**src/rtl/riscv_pkg.sv**
```systemverilog
// Shared RISC-V pipeline definitions: opcodes, ALU operation codes, control FSM states.
package riscv_pkg;

    localparam int unsigned OPC_W = 7;
    localparam int unsigned ALU_W = 5;

    localparam logic [OPC_W-1:0] OP_REG = 7'b0110011;
    localparam logic [OPC_W-1:0] OP_IMM = 7'b0010011;
    localparam logic [OPC_W-1:0] OP_LW  = 7'b0000011;
    localparam logic [OPC_W-1:0] OP_SW  = 7'b0100011;
    localparam logic [OPC_W-1:0] OP_B   = 7'b1100011;
    localparam logic [OPC_W-1:0] OP_JAL = 7'b1101111;

    localparam logic [ALU_W-1:0] ALU_ADD  = 5'd0;
    localparam logic [ALU_W-1:0] ALU_SUB  = 5'd1;
    localparam logic [ALU_W-1:0] ALU_AND  = 5'd2;
    localparam logic [ALU_W-1:0] ALU_OR   = 5'd3;
    localparam logic [ALU_W-1:0] ALU_XOR  = 5'd4;
    localparam logic [ALU_W-1:0] ALU_SLL  = 5'd5;
    localparam logic [ALU_W-1:0] ALU_SRL  = 5'd6;
    localparam logic [ALU_W-1:0] ALU_SRA  = 5'd7;
    localparam logic [ALU_W-1:0] ALU_SLT  = 5'd8;
    localparam logic [ALU_W-1:0] ALU_SLTU = 5'd9;

    typedef enum logic [1:0] {
        WARMUP = 2'd0,
        RUN    = 2'd1,
        STALL  = 2'd2
    } pipe_state_e;

endpackage

```
**src/rtl/alu_op_decode.sv**
```systemverilog
// Combinational opcode/funct3/funct7 to ALUOp mapping.
module alu_op_decode
    import riscv_pkg::*;
(
    input  logic [OPC_W-1:0] opcode,
    input  logic [2:0]       funct3,
    input  logic [6:0]       funct7,
    output logic [ALU_W-1:0] alu_op_c
);

    // Only funct7[5] distinguishes SUB/SRA; the rest of funct7 is don't-care here.
    logic unused_funct7;
    assign unused_funct7 = ^{funct7[6], funct7[4:0]};

    // ALU operation select; loads, stores and jumps use ADD, branches compare with SUB.
    always_comb begin
        alu_op_c = ALU_ADD;
        case (opcode)
            OP_REG, OP_IMM: begin
                case (funct3)
                    3'b000: alu_op_c = (opcode == OP_REG && funct7[5]) ? ALU_SUB : ALU_ADD;
                    3'b001: alu_op_c = ALU_SLL;
                    3'b010: alu_op_c = ALU_SLT;
                    3'b011: alu_op_c = ALU_SLTU;
                    3'b100: alu_op_c = ALU_XOR;
                    3'b101: alu_op_c = funct7[5] ? ALU_SRA : ALU_SRL;
                    3'b110: alu_op_c = ALU_OR;
                    default: alu_op_c = ALU_AND;
                endcase
            end
            OP_B:    alu_op_c = ALU_SUB;
            default: alu_op_c = ALU_ADD;
        endcase
    end

endmodule

```
**src/rtl/pipeline_ctrl.sv**
```systemverilog
// Pipeline control: ID decode, load-use/branch stall sequencing, delayed BHT/BTB training.
// Optional PIPE_CTRL_PERF_EN adds saturating branch/mispredict/stall-cycle counters.
module pipeline_ctrl
    import riscv_pkg::*;
#(
    parameter int unsigned BR_STALL_MAX  = 2,
    parameter int unsigned WARMUP_CYCLES = 1
) (
    input  logic             clk,
    input  logic             start,
    input  logic [OPC_W-1:0] opcode,
    input  logic [2:0]       funct3,
    input  logic [6:0]       funct7,
    input  logic             load_stall,
    input  logic [1:0]       br_stall,
    input  logic             ID_PCSrc,
    input  logic             IF_ID_branch_pred,
    output logic             ALUSrc,
    output logic             PCSrcCont,
    output logic             MemWrite,
    output logic             MemRead,
    output logic             MemToReg,
    output logic             RegWrite,
    output logic [ALU_W-1:0] ALUOp,
    output logic             IsStall,
    output logic             bht_update,
    output logic             bht_update_dir,
    output logic             btb_update
`ifdef PIPE_CTRL_PERF_EN
    ,
    output logic [31:0]      perf_branches,
    output logic [31:0]      perf_mispredicts,
    output logic [31:0]      perf_stall_cycles
`endif
);

    localparam int unsigned CNT_W = 16;

    pipe_state_e      state, state_nxt;
    logic [CNT_W-1:0] cnt, cnt_nxt;
    logic [CNT_W-1:0] br_len, hz_len;
    logic             hazard;
    logic             decode_en;
    logic             train_fire;
    logic [ALU_W-1:0] dec_alu_op_c;

    alu_op_decode u_alu_op_decode (
        .opcode   (opcode),
        .funct3   (funct3),
        .funct7   (funct7),
        .alu_op_c (dec_alu_op_c)
    );

    // Requested stall length: clamped branch length vs. one-cycle load-use, larger wins.
    always_comb begin
        hazard = load_stall || (br_stall != 2'd0);
        br_len = (CNT_W'(br_stall) > CNT_W'(BR_STALL_MAX)) ? CNT_W'(BR_STALL_MAX) : CNT_W'(br_stall);
        hz_len = (load_stall && (br_len < CNT_W'(1))) ? CNT_W'(1) : br_len;
    end

    // State/counter register.
    always_ff @(posedge clk or posedge start) begin
        if (start) begin
            state <= WARMUP;
            cnt   <= CNT_W'(WARMUP_CYCLES - 1);
        end else begin
            state <= state_nxt;
            cnt   <= cnt_nxt;
        end
    end

    // Next state and stall; the hazard cycle itself is the first stall cycle, so STALL covers len-1.
    always_comb begin
        state_nxt = state;
        cnt_nxt   = cnt;
        IsStall   = 1'b0;
        decode_en = 1'b0;
        case (state)
            WARMUP: begin
                if (cnt == '0) state_nxt = RUN;
                else           cnt_nxt   = cnt - CNT_W'(1);
            end
            RUN: begin
                if (hazard) begin
                    IsStall = 1'b1;
                    if (hz_len > CNT_W'(1)) begin
                        state_nxt = STALL;
                        cnt_nxt   = hz_len - CNT_W'(2);
                    end
                end else begin
                    decode_en = 1'b1;
                end
            end
            STALL: begin
                IsStall = 1'b1;
                if (cnt == '0) state_nxt = RUN;
                else           cnt_nxt   = cnt - CNT_W'(1);
            end
            default: state_nxt = WARMUP;
        endcase
    end

    // Control word decode; any bubble or unknown opcode yields all zeros with ADD.
    always_comb begin
        ALUSrc     = 1'b0;
        PCSrcCont  = 1'b0;
        MemWrite   = 1'b0;
        MemRead    = 1'b0;
        MemToReg   = 1'b0;
        RegWrite   = 1'b0;
        ALUOp      = ALU_ADD;
        train_fire = 1'b0;
        if (decode_en) begin
            case (opcode)
                OP_REG: begin
                    RegWrite = 1'b1;
                    ALUOp    = dec_alu_op_c;
                end
                OP_IMM: begin
                    ALUSrc   = 1'b1;
                    RegWrite = 1'b1;
                    ALUOp    = dec_alu_op_c;
                end
                OP_LW: begin
                    ALUSrc   = 1'b1;
                    MemRead  = 1'b1;
                    MemToReg = 1'b1;
                    RegWrite = 1'b1;
                end
                OP_SW: begin
                    ALUSrc   = 1'b1;
                    MemWrite = 1'b1;
                end
                OP_B: begin
                    PCSrcCont  = 1'b1;
                    ALUOp      = ALU_SUB;
                    train_fire = 1'b1;
                end
                OP_JAL: begin
                    PCSrcCont  = 1'b1;
                    RegWrite   = 1'b1;
                    train_fire = 1'b1;
                end
                default: ;
            endcase
        end
    end

    // Training strobes one cycle after resolution to line up with the registered update address.
    always_ff @(posedge clk or posedge start) begin
        if (start) begin
            bht_update     <= 1'b0;
            bht_update_dir <= 1'b0;
            btb_update     <= 1'b0;
        end else begin
            bht_update     <= train_fire;
            bht_update_dir <= train_fire && ID_PCSrc;
            btb_update     <= train_fire && ID_PCSrc;
        end
    end

`ifdef PIPE_CTRL_PERF_EN
    // Saturating performance counters.
    always_ff @(posedge clk or posedge start) begin
        if (start) begin
            perf_branches     <= '0;
            perf_mispredicts  <= '0;
            perf_stall_cycles <= '0;
        end else begin
            if (train_fire && (perf_branches != '1))
                perf_branches <= perf_branches + 32'd1;
            if (train_fire && (ID_PCSrc != IF_ID_branch_pred) && (perf_mispredicts != '1))
                perf_mispredicts <= perf_mispredicts + 32'd1;
            if (IsStall && (perf_stall_cycles != '1))
                perf_stall_cycles <= perf_stall_cycles + 32'd1;
        end
    end
`else
    logic unused_pred;
    assign unused_pred = IF_ID_branch_pred;
`endif

endmodule
```
**config.mk**
```make
export PLATFORM = sky130hd
export DESIGN_NAME = pipeline_ctrl
export DESIGN_NICKNAME = d
export VERILOG_FILES = /design/src/rtl/riscv_pkg.sv /design/src/rtl/alu_op_decode.sv /design/src/rtl/pipeline_ctrl.sv
export SDC_FILE = /design/constraint.sdc
export NUM_CORES = 1
export LEC_CHECK = 0
export ABC_AREA = 1
export CORE_MARGIN = 2
export CORE_UTILIZATION = 30
export DETAILED_ROUTE_END_ITERATION = 8
export PLACE_DENSITY = 0.64
export SETUP_SLACK_MARGIN = 0.05
export SKIP_CTS_REPAIR_TIMING = 1
export SLEW_MARGIN = 40
export SYNTH_ARGS = -nofsm -noshare
export SYNTH_HDL_FRONTEND = slang
export SYNTH_SLANG_ARGS = --single-unit
```
**constraint.sdc**
```tcl
create_clock -name clk -period 1.8 [get_ports clk]
set_clock_uncertainty 0.15 [all_clocks]
set_input_delay 0.45 -clock clk [delete_from_list [all_inputs] [get_ports clk]]
set_output_delay 0.45 -clock clk [all_outputs]
set_load 0.01 [all_outputs]
```
==> metrics.cfg, run 1 <==
[yosys]
ys_ff_latch=20
synth_ff_type=dfrtp_1
syn-mean-instance-area_um2=6.41
synth-edff-count=0
ys_seq_area_frac=0.313
synthArstFlopShare=1.00
yosys_warnings=0
synth_top_area_cell=dfrtp_1
synth_top_area_frac=0.313
netlist_instances=250
synth_nets=279
synth_area_mm2=0.00160
synth.distinct_cells=27
synth_area_leaders=dfrtp_1 31%, nand2_1 22%, inv_1 7.3%

[layout]
fillers=502
mostFrequentLayoutCells=69 x nand2_1, 36 x buf_4, 23 x inv_1
n_antenna_cell=0
final_common_cell=nand2_1
finalNetCount=350
drive_above_1_share=0.411
layout-area-overhead-vs-synth_pct=64.8
layoutNonFillerInstCount=389

[clocking]
clock_sinks=20
cts-buffers-inserted=3
clk_latency_ns=0.26
cts_tree=yes
clk_pin_slew_ns=0.07
clock-root-buffer=clkbuf_8
cts_max_path_buffers=2
h-tree-depth=1

[floorplan]
rows=26
die_y_um=77.1
dieWidth_um=77.1
die_area_mm2=0.00594
io_pins=39
core-area_mm2=0.00514
initial_utilization=0.312

[global_routing]
grt_max_degree=25
grt_usage=0.137
grt_pass1_wl_mm=6.70
overflow=0
grt_pass1_vias=1641
antenna_found_initial=0

[setup_path]
crit_arrival_ns=1.61
endpoint=RegWrite
end_kind=output port
startpoint=state[1]
r2r-end=cnt[9]
worstReg2RegStart=cnt[1]
rrSetupSlack_ns=0.02
rr_worst_depth=12
worstPathMaxFanout=4
criticalPathCategory=flop to output port
cp.required_ns=1.20
worstSetupStartpointType=flop

[placement]
place_inst=369
place_ws_ns=-0.977
gp_congestion=0.806
numPortBuffers=30
dp_hpwl_mm=3.05

[route]
ant_nets=0
vias_per_cell=4.54
topRoutingLayerUsed=met4
dr.pass1.iters=4
wl_met3_um=227
wl_met2_mm=2.22
first_iter_violations=121
met1_length_mm=1.94
routed_wl_mm=4.45
drc=0
route.detailed.wl_per_inst_um=11.4
via_count=1766

[outcome]
violations=setup timing
outcome=finished with violations

[sta]
layout_setup_ws_ns=-0.411
layout_min_cycle_time_ns=2.21
fmax_ghz=0.452
drv_slew=0
hold_viol_final=0
min_period_over_period=1.23
finalSetupViolations=11
rsz0062_at_grt=true

[run]
maxCapViolations=0

[worst_hold_path]
hold_path.class=primary input to async pin

[pwr]
power_density_mw_per_mm2=322
peakVddDrop_v=0.000242
leakagePower_nw=1.47

where the power goes:
group	internal (W)	leakage, nW	total [W]	switching [W]
clock	0.000150	0.0216	0.000303	0.000153
sequential	0.000449	0.253	0.000449	0
combinational	0.0000497	1.20	0.0000977	0.0000480
total	0.000648	1.47	0.000850	0.000201
synth_stat cells (2+ instances only):
library cell and instances:
dfrtp_1 20, buf_2 2, nor3_1 3, nor2_1 24, o21ai_2 8, o21a_1 2
o21ai_0 11, nand4_1 2, nand3_1 19, nor4_1 2, a21oi_1 8, buf_4 3
o22ai_1 2, inv_1 31, nor2_2 6, nand2_1 92, ha_1 5
per-layer routing:
layer / global-route usage / vias up
met2: 0.244 / 37
li1: - / 923
met1: 0.158 / 801
met4: 0.0536 / 0
met5: 0 / -
met3: 0.0318 / 5
per-stage QoR:
| step | instance area (µm²) | hold WS (ns) | total power (W) | util | setup TNS [ns] |
|---|---|---|---|---|---|
| floorplan | 1680 | 0.264 | 0.000486 | - | -0.247 |
| global placement | 2200 | 0.380 | 0.000553 | 0.429 | -15.55 |
| detailed placement | 2200 | 0.384 | 0.000553 | 0.429 | -15.96 |
| CTS | 2250 | 0.288 | 0.000859 | 0.437 | -11.43 |
| global route | 2640 | 0.308 | 0.000880 | 0.514 | -5.24 |
| finish | 2640 | 0.281 | 0.000850 | 0.514 | -3.48 |
flip-flops by register name, summed over array words and instances (netlist names):
signal      cells
state           2
btb_update      1
cnt            16
bht_update      1
worst min-delay path by stage:
| stage | cells after the start | from | slack (ns) | to |
|---|---|---|---|---|
| 6_report | 2 | start | 0.28 | cnt[14] |
| 3_5_place_dp | 2 | cnt[15] | 0.38 | cnt[15] |
| 2_1_floorplan | 1 | start | 0.26 | bht_update |
| 5_1_grt | 2 | start | 0.31 | cnt[8] |
| 3_3_place_gp | 2 | cnt[15] | 0.38 | cnt[15] |
| 4_1_cts | 2 | start | 0.29 | cnt[14] |
kinds of logic after synthesis:
family                   count (synthesis)  synth area share
other                                    1           0.00234
buffers and inverters                   39             0.113
AND/OR/NAND/NOR                        153             0.408
flip-flops                              20             0.313
adder cells (fa/ha/maj)                  5            0.0391
AO/OA/AOI/OAI                           32             0.125
worst max-delay path, cell delays in order (launching register included):
cell,delay [ns]
dfrtp_1,0.40
inv_2,0.08
ha_4,0.13
nand2_2,0.05
inv_2,0.06
nand4_1,0.17
buf_4,0.20
o22ai_2,0.10
buf_2,0.15
area by class of cell:
cell class | count | area [µm²] | share of cell area
well taps | 70 | 87.6 | 0.0332
multi-input cells | 191 | 1210 | 0.459
repair inverters | 3 | 35.0 | 0.0133
repair buffers | 70 | 627 | 0.237
inverters | 32 | 136 | 0.0517
flip-flops and latches | 20 | 502 | 0.190
clock buffers | 3 | 41.3 | 0.0156
(Power assumes the default switching activity.)
==> run 2: changes to the inputs <==
CORE_UTILIZATION = 39   (was 30)
PLACE_DENSITY = 0.77   (was 0.64)
==> metrics.cfg, run 2 (synthesis gave the netlist of run 1 again) <==
[worst_hold_path]
hp-start=br_stall[1]
min_path_cells=3
hold_end=state[1]
hold_path.class=primary input to flop  ; was primary input to async pin

[sta]
layout_setup_ws_ns=-0.431  ; was -0.411 ns
min_period_over_period=1.24  ; was 1.23
setup_tns_ns=-4.86  ; was -3.48 ns
finalSetupViolations=24  ; was 11
hold_viol_final=0  ; unchanged
rsz0062_at_grt=true  ; unchanged
fmax_ghz=0.448  ; was 0.452 GHz
drv_slew=0  ; unchanged
layout_min_cycle_time_ns=2.23  ; was 2.21 ns
hold_slack_ns=0.326  ; was 0.281 ns

[layout]
largest_registers=cnt: 16 flops, state: 2 flops  ; unchanged
n_antenna_cell=0  ; unchanged
top_register=cnt  ; unchanged
layout-area-overhead-vs-synth_pct=51.6  ; was 64.8%
finalNetCount=338  ; was 350
mostFrequentLayoutCells=84 x nand2_1, 26 x buf_4, 24 x inv_1  ; was 69 x nand2_1, 36 x buf_4, 23 x inv_1
layoutNonFillerInstCount=358  ; was 389
fillers=347  ; was 502
drive_above_1_share=0.354  ; was 0.411
final_common_cell=nand2_1  ; unchanged
largest_reg_flops=16  ; unchanged

[setup_path]
end_kind=output port  ; unchanged
worstReg2RegStart=state[0]  ; was cnt[1]
worstPathMaxFanout=3  ; was 4
cp.required_ns=1.20  ; about the same
rr_worst_depth=9  ; was 12
worstSetupStartpointType=flop  ; unchanged
criticalPathCategory=flop to output port  ; unchanged
rrSetupSlack_ns=-0.19  ; was 0.02 ns
crit_arrival_ns=1.63  ; was 1.61 ns
r2r-end=state[1]  ; was cnt[9]

[clocking]
clock_sinks=20  ; unchanged
cts_tree=yes  ; unchanged
clk_latency_ns=0.27  ; was 0.26 ns
clock-root-buffer=clkbuf_8  ; unchanged
clk_pin_slew_ns=0.07  ; about the same
cts-buffers-inserted=3  ; unchanged
cts_max_path_buffers=2  ; unchanged
h-tree-depth=1  ; unchanged

[pwr]
leakagePower_nw=1.41  ; was 1.47 nW
power_w=0.000905  ; was 0.000850 W
peakVddDrop_v=0.000230  ; was 0.000242 V
power_density_mw_per_mm2=373  ; was 322 mW/mm²

[global_routing]
gr-usage-met2=0.325  ; was 0.244
grt_pass1_wl_mm=6.86  ; was 6.70 mm
overflow=0  ; unchanged
grt_pass1_vias=1647  ; was 1641
grt_usage=0.192  ; was 0.137
antenna_found_initial=0  ; unchanged
grt_max_degree=25  ; unchanged
top_usage_layer=met2  ; unchanged
use_met1=0.248  ; was 0.158
use_met3=0.0230  ; was 0.0318

[route]
drc=0  ; unchanged
routed_wl_mm=4.66  ; was 4.45 mm
route.detailed.wl_per_inst_um=13.0  ; was 11.4 µm
first_iter_violations=90  ; was 121
via_count=1821  ; was 1766
ant_nets=0  ; unchanged
dr.pass1.iters=4  ; unchanged
vias_per_cell=5.09  ; was 4.54

[floorplan]
die_area_mm2=0.00463  ; was 0.00594 mm²
io_pins=39  ; unchanged
initial_utilization=0.403  ; was 0.312
rows=23  ; was 26
core-area_mm2=0.00397  ; was 0.00514 mm²
die_y_um=68.1  ; was 77.1 µm
dieWidth_um=68.1  ; was 77.1 µm

[placement]
gp_congestion=0.813  ; was 0.806
dp_hpwl_mm=3.02  ; was 3.05 mm
place_inst=345  ; was 369
place_ws_ns=-1.04  ; was -0.977 ns
numPortBuffers=30  ; unchanged

[run]
maxCapViolations=0  ; unchanged

[outcome]
violations=setup timing  ; unchanged
outcome=finished with violations  ; unchanged

-- run 2: cell types whose count changed in the layout (fill, tap and decap cells not counted), sizes merged --
cell           before  now
dlymetal6s2s       17   14
inv                33   31
clkdlybuf4s50       2    3
clkbuf              3    7
buf                51   40
-- run 2: report_power, final --
group,internal (W),switching [W]
logic,0.0000477,0.0000528
clock network,0.000195,0.000160
registers,0.000449,0
total,0.000692,0.000213
-- run 2: layer usage --
layer	up-vias	wire length [µm]
met4	0	126
met2	73	2370
met5	-	0
li1	897	-
met1	836	1970
met3	15	196
-- run 2: worst max-delay path: stages, from the launching register on --
cell	delay, ns
dfrtp_1	0.42
inv_2	0.09
ha_4	0.14
nand2_4	0.06
inv_4	0.07
nand4_1	0.10
buf_4	0.18
nor3_4	0.17
buf_2	0.15
-- run 2: metrics by stage --
stage | cell area (µm²) | util
2_1_floorplan | 1680 | -
3_3_place_gp | 2150 | 0.541
3_5_place_dp | 2150 | 0.541
4_1_cts | 2200 | 0.555
5_1_grt | 2430 | 0.611
6_report | 2430 | 0.611
-- run 2: area by class of cell --
cell class | count | area (µm²) | area share
sequential | 20 | 500 | 0.206
clock buffer | 4 | 55.1 | 0.0227
tap | 50 | 62.6 | 0.0258
timing repair buffer | 60 | 526 | 0.216
inverter | 32 | 134 | 0.0552
multi-input combinational | 191 | 1140 | 0.471
timing repair inverter | 1 | 7.51 | 0.00309
-- run 2: worst max-delay path by stage --
| stage | from | depth (start not counted) | endpoint | slack [ns] |
|---|---|---|---|---|
| final | state[1] | 8 | MemRead | -0.43 |
| after global routing | state[1] | 8 | RegWrite | -0.47 |
| after CTS | opcode[1] | 7 | ALUOp[3] | -1.04 |
| after detailed placement | opcode[1] | 7 | ALUOp[3] | -1.04 |
| after global placement | opcode[1] | 7 | ALUOp[2] | -0.97 |
| after floorplan | state[1] | 7 | MemToReg | -0.14 |
